<file path="src/rtl/param_counter_pkg.sv">
// Shared constants and helpers for the parametrised LED counter.
package param_counter_pkg;

  localparam logic DIR_UP    = 1'b1;
  localparam logic DIR_DOWN  = 1'b0;
  localparam logic MODE_WRAP = 1'b0;
  localparam logic MODE_SAT  = 1'b1;

  // Bits needed to hold values 0..v-1; constant-evaluated for the prescaler width.
  function automatic int unsigned clog2(input longint unsigned v);
    int unsigned r;
    r = 0;
    for (int i = 0; i < 64; i++) begin
      if ((64'd1 << i) < v) r = i + 1;
    end
    return r;
  endfunction

endpackage

</file>
<file path="src/rtl/param_counter_tick_gen.sv">
// Prescaler: emits a one-cycle Tick every DIV enabled clocks; Sync_clr restarts the period.
module tick_gen
  import param_counter_pkg::*;
#(
  parameter int unsigned DIV = 50000000
) (
  input  logic CLOCK_50,
  input  logic Reset,
  input  logic En,
  input  logic Sync_clr,
  output logic Tick
);

  localparam int unsigned PW = (clog2(DIV) < 1) ? 1 : clog2(DIV);
  localparam logic [PW-1:0] LAST = PW'(DIV - 1);

  if (DIV < 1) begin : g_bad_div
    $error("tick_gen: DIV must be >= 1");
  end

  logic [PW-1:0] pcnt_q, pcnt_d;

  assign Tick = En & (pcnt_q == LAST);

  always_comb begin
    pcnt_d = pcnt_q;
    if (Sync_clr)  pcnt_d = '0;
    else if (Tick) pcnt_d = '0;
    else if (En)   pcnt_d = pcnt_q + PW'(1);
  end

  always_ff @(posedge CLOCK_50 or posedge Reset) begin
    if (Reset) pcnt_q <= '0;
    else       pcnt_q <= pcnt_d;
  end

endmodule

</file>
<file path="src/rtl/param_counter.sv">
// WIDTH-bit modulo-MOD up/down counter with prescaler, load/clear, wrap/saturate and Tc pulse.
// Optional capture register enabled by defining PARAM_COUNTER_SNAPSHOT_EN (adds Cap/Snap).
module param_counter
  import param_counter_pkg::*;
#(
  parameter int unsigned     WIDTH = 10,
  parameter longint unsigned MOD   = 64'd1 << WIDTH,
  parameter int unsigned     DIV   = 50000000
) (
  input  logic             CLOCK_50,
  input  logic             Reset,
  input  logic             En,
  input  logic             Up,
  input  logic             Sat,
  input  logic             Clr,
  input  logic             Load,
  input  logic [WIDTH-1:0] Din,
  output logic [WIDTH-1:0] Q,
`ifdef PARAM_COUNTER_SNAPSHOT_EN
  input  logic             Cap,
  output logic [WIDTH-1:0] Snap,
`endif
  output logic             Tc
);

  if (WIDTH < 1 || WIDTH > 32) begin : g_bad_width
    $error("param_counter: WIDTH must be in 1..32");
  end
  if (MOD < 2 || MOD > (64'd1 << WIDTH)) begin : g_bad_mod
    $error("param_counter: MOD must be in 2..2**WIDTH");
  end

  // Largest count value held in WIDTH bits, so a full-range modulus never needs a wider compare.
  localparam logic [WIDTH-1:0] MAX_V = WIDTH'(MOD - 64'd1);

  logic [WIDTH-1:0] q_q, q_d;
  logic             tc_q, tc_d;
  logic             step;
  logic [WIDTH-1:0] din_clamped;

  tick_gen #(.DIV(DIV)) u_tick (
    .CLOCK_50 (CLOCK_50),
    .Reset    (Reset),
    .En       (En),
    .Sync_clr (Clr | Load),
    .Tick     (step)
  );

  assign din_clamped = ({{(64-WIDTH){1'b0}}, Din} >= MOD) ? MAX_V : Din;

  always_comb begin
    q_d  = q_q;
    tc_d = 1'b0;
    if (Clr) begin
      q_d = '0;
    end else if (Load) begin
      q_d = din_clamped;
    end else if (step) begin
      if (Up == DIR_UP) begin
        if (q_q == MAX_V) begin
          q_d  = (Sat == MODE_SAT) ? MAX_V : '0;
          tc_d = 1'b1;
        end else begin
          q_d = q_q + WIDTH'(1);
        end
      end else begin
        if (q_q == '0) begin
          q_d  = (Sat == MODE_SAT) ? '0 : MAX_V;
          tc_d = 1'b1;
        end else begin
          q_d = q_q - WIDTH'(1);
        end
      end
    end
  end

  always_ff @(posedge CLOCK_50 or posedge Reset) begin
    if (Reset) begin
      q_q  <= '0;
      tc_q <= 1'b0;
    end else begin
      q_q  <= q_d;
      tc_q <= tc_d;
    end
  end

  assign Q  = q_q;
  assign Tc = tc_q;

`ifdef PARAM_COUNTER_SNAPSHOT_EN
  logic [WIDTH-1:0] snap_q;

  // Captures the pre-update count; Clr deliberately does not touch it.
  always_ff @(posedge CLOCK_50 or posedge Reset) begin
    if (Reset)    snap_q <= '0;
    else if (Cap) snap_q <= q_q;
  end

  assign Snap = snap_q;
`endif

endmodule

</file>
<file path="config.mk">
export PLATFORM = sky130hd
export DESIGN_NAME = param_counter
export DESIGN_NICKNAME = d
export VERILOG_FILES = /design/src/rtl/param_counter_pkg.sv /design/src/rtl/param_counter_tick_gen.sv /design/src/rtl/param_counter.sv
export SDC_FILE = /design/constraint.sdc
export NUM_CORES = 1
export LEC_CHECK = 0
export CAP_MARGIN = 5
export CORE_ASPECT_RATIO = 0.9
export CORE_UTILIZATION = 63
export CTS_BUF_LIST = sky130_fd_sc_hd__clkbuf_2
export DETAILED_ROUTE_END_ITERATION = 12
export PLACE_DENSITY = 0.94
export SLEW_MARGIN = 20
export SYNTH_ARGS = -nofsm -noshare
export SYNTH_HDL_FRONTEND = slang
export SYNTH_HIERARCHICAL = 1
export SYNTH_SLANG_ARGS = --single-unit
</file>
<file path="constraint.sdc">
create_clock -name CLOCK_50 -period 6.1 [get_ports CLOCK_50]
set_clock_uncertainty 0.15 [all_clocks]
set_input_delay 0.61 -clock CLOCK_50 [delete_from_list [all_inputs] [get_ports CLOCK_50]]
set_output_delay 0.61 -clock CLOCK_50 [all_outputs]
set_load 0.05 [all_outputs]
</file>
==> results_dict.tcl <==
set metrics [dict create \
    outcome "completed" \
    cts_tree "yes" \
    slew_headroom 0.379 \
    dr.pass1.iters 5 \
    first_iter_violations 499 \
    synth_edf_count 0 \
    cts.htree.levels 2 \
    clock-root-buffer "clkbuf_2" \
    finalSetupViolCount 0 \
    maxSlewViolCount 0 \
    power.leakage_nw 1.05 \
    timing.setup.tns_ps 0 \
    vdd_ir_drop_max_mv 0.115 \
    synth_cells 311 \
    port_buffers 27 \
    dp_slack_ps 1850 \
    p_per_area_nw_per_um2 163 \
    syn_area_per_cell_um2 8.28 \
    vias_per_cell 6.96 \
    fin_crit_sh 0.580 \
    antenna_found_initial 0 \
    layoutNonFillerInstCount 371 \
    yosysTopAreaCell "dfrtp_1" \
    nFillCells 291 \
    die_x_um 69.4 \
    ys_seq_area_frac 0.360 \
    synth_top_area_frac 0.360 \
    postCtsSetupBuffers 0 \
    dpl.hpwl_mm 4.81 \
    fin_crit_ps 3540 \
    track_usage 0.328 \
    synthFlopType "dfrtp_1" \
    grt_pass1_wl_mm 11.5 \
    path_class "in2reg" \
    synthTopCellsByCount "dfrtp_1, a21oi_1, nor2_1" \
    start_util 0.676 \
    gp_congestion 0.980 \
    grt_pass1_vias 2349 \
    rows 21 \
    p_seq_frac 0.566 \
    yosysWarnings 6 \
    yosysMostFrequentCell "dfrtp_1" \
    synthTopCellsByArea "dfrtp_1, a21oi_1, xnor2_1" \
    layout.nets 345 \
    hp-class "in2async" \
    switching_share 0.316 \
    endpoint_kind "flip-flop" \
    max_freq_mhz 283 \
    clockBufferDepth 2 \
    ys_types 56 \
    synth_area_um2 2570 \
    die_y_um 62.7 \
    dieArea_um2 4350 \
    clock_latency_ps 360 \
    route.detailed.drc 0 \
    cap_violations 0 \
    ant_nets 0 \
    cts.sinks 37 \
    critical_path.max_fanout 11 \
    worstPathArrival_ps 3710 \
    setup_ws_ps 2560 \
    hold_viol 0 \
    cts_buffers 5 \
    p_sw_w 0.000146 \
    hold_buffers 0 \
    intPower_w 0.000316 \
    core_um2 3810 \
    vias 2581 \
    wirelength_mm 6.59 \
    antenna_cells 0 \
    worstMarginPinSlew_ps 926 \
    rsz0062_at_grt "false" \
    grt-ovfl-total 0 \
    drive_gt1_frac 0.0677 \
    area_delta_synth_final_pct 10.6 \
    p_comb_frac 0.218 \
    critPathRequiredTime_ps 6270 \
    grt_max_degree 27 \
    clkTransAtPathRegs_ps 180 \
    ys_async_sr_fraction 1.00 \
    start_kind "input port" \
    wl_per_cell_um 17.8 \
    io_pins 28 \
    dp.cells 364 \
    ctsResizeCount 0 \
    power_frac_clock 0.216 \
    synth_seq_cells 37 \
    synth_nets 331 \
]
power groups by stage:
stage	Clock [W]	Combinational, W	Sequential (W)
finish	0.0000999	0.000101	0.000262
global route	0.000111	0.000109	0.000264
detailed placement	0	0.0000986	0.000266
global placement	0	0.0000974	0.000266
CTS	0.000105	0.0000990	0.000262
floorplan	0	0.0000613	0.000273
final timing paths:
path	startpoint	endpoint	slack, ps	cells past startpoint
max	En	Q[6]	2560	7
max in group asynchronous	Reset	u_tick/pcnt_q[20]	4850	2
min	Reset	Q[6]	420	2
max reg2reg	u_tick/pcnt_q[0]	Q[6]	2810	7
min in group CLOCK_50	u_tick/pcnt_q[22]	u_tick/pcnt_q[22]	440	2
min reg2reg	u_tick/pcnt_q[22]	u_tick/pcnt_q[22]	440	2
per-layer routing:
layer / vias up / part of all wire / wire [µm] / global-route usage
li1: 1188 / - / - / -
met1: 1215 / 0.45 / 2980 / 0.503
met2: 167 / 0.44 / 2870 / 0.483
met3: 11 / 0.10 / 675 / 0.0597
met4: 0 / 0.0097 / 64 / 0.0663
met5: - / 0 / 0 / 0
worst max-delay path, cell delays in order:
cell and delay [ps]:
clkdlybuf4s50_1 630, nand4_1 230, or4_1 610, nor3_2 630, nand2b_1 350, o41ai_1 450
a221o_1 200
cell type report:
class,instances,area [µm²],area share
Inverter,14,52.6,0.0185
Sequential cell,37,926,0.325
Multi-Input combinational cell,239,1500,0.527
Tap cell,46,57.6,0.0202
Timing Repair Buffer,28,278,0.0975
Clock buffer,6,30.0,0.0105
Clock inverter,1,3.75,0.00132
state kept, by name (all words and copies together), names as in the netlist:
| signal | cells |
|---|---|
| Q | 10 |
| u_tick/pcnt_q | 26 |
| Tc | 1 |
cell families (layout without fill, tap and decap cells):
group           count (synthesis)  count (layout)  synth area share
compound gates                 89              89             0.229
xor+xnor                       16              16            0.0544
fa+ha+maj                       3               3            0.0146
buf+inv                        35              49            0.0617
flops                          37              37             0.360
simple gates                  131             131             0.281
through the flow:
stage	power, W	util	area, µm²	hold slack [ps]
2_1_floorplan	0.000334	-	2570	312
3_3_place_gp	0.000363	0.737	2810	402
3_5_place_dp	0.000365	0.737	2810	418
4_1_cts	0.000466	0.746	2840	421
5_1_grt	0.000484	0.747	2850	431
6_report	0.000463	0.747	2850	418
cell usage in the layout (no fill, tap or decap), types with 3 or more instances in the layout:
cell,count
a21oi_1,27
clkbuf_2,6
xnor2_1,12
clkdlybuf4s50_1,27
nor2_1,26
or3_1,9
a32oi_1,3
nor4_1,5
nand3_1,12
and3_1,4
nor3_1,9
dfrtp_1,37
inv_1,13
o21ai_0,15
nand4_1,10
o31ai_1,6
ha_1,3
xor2_1,4
nand2b_1,5
nor4b_1,3
a31oi_1,7
nand2_1,25
or4_1,8
o41ai_1,3
(Power assumes the default switching activity.)
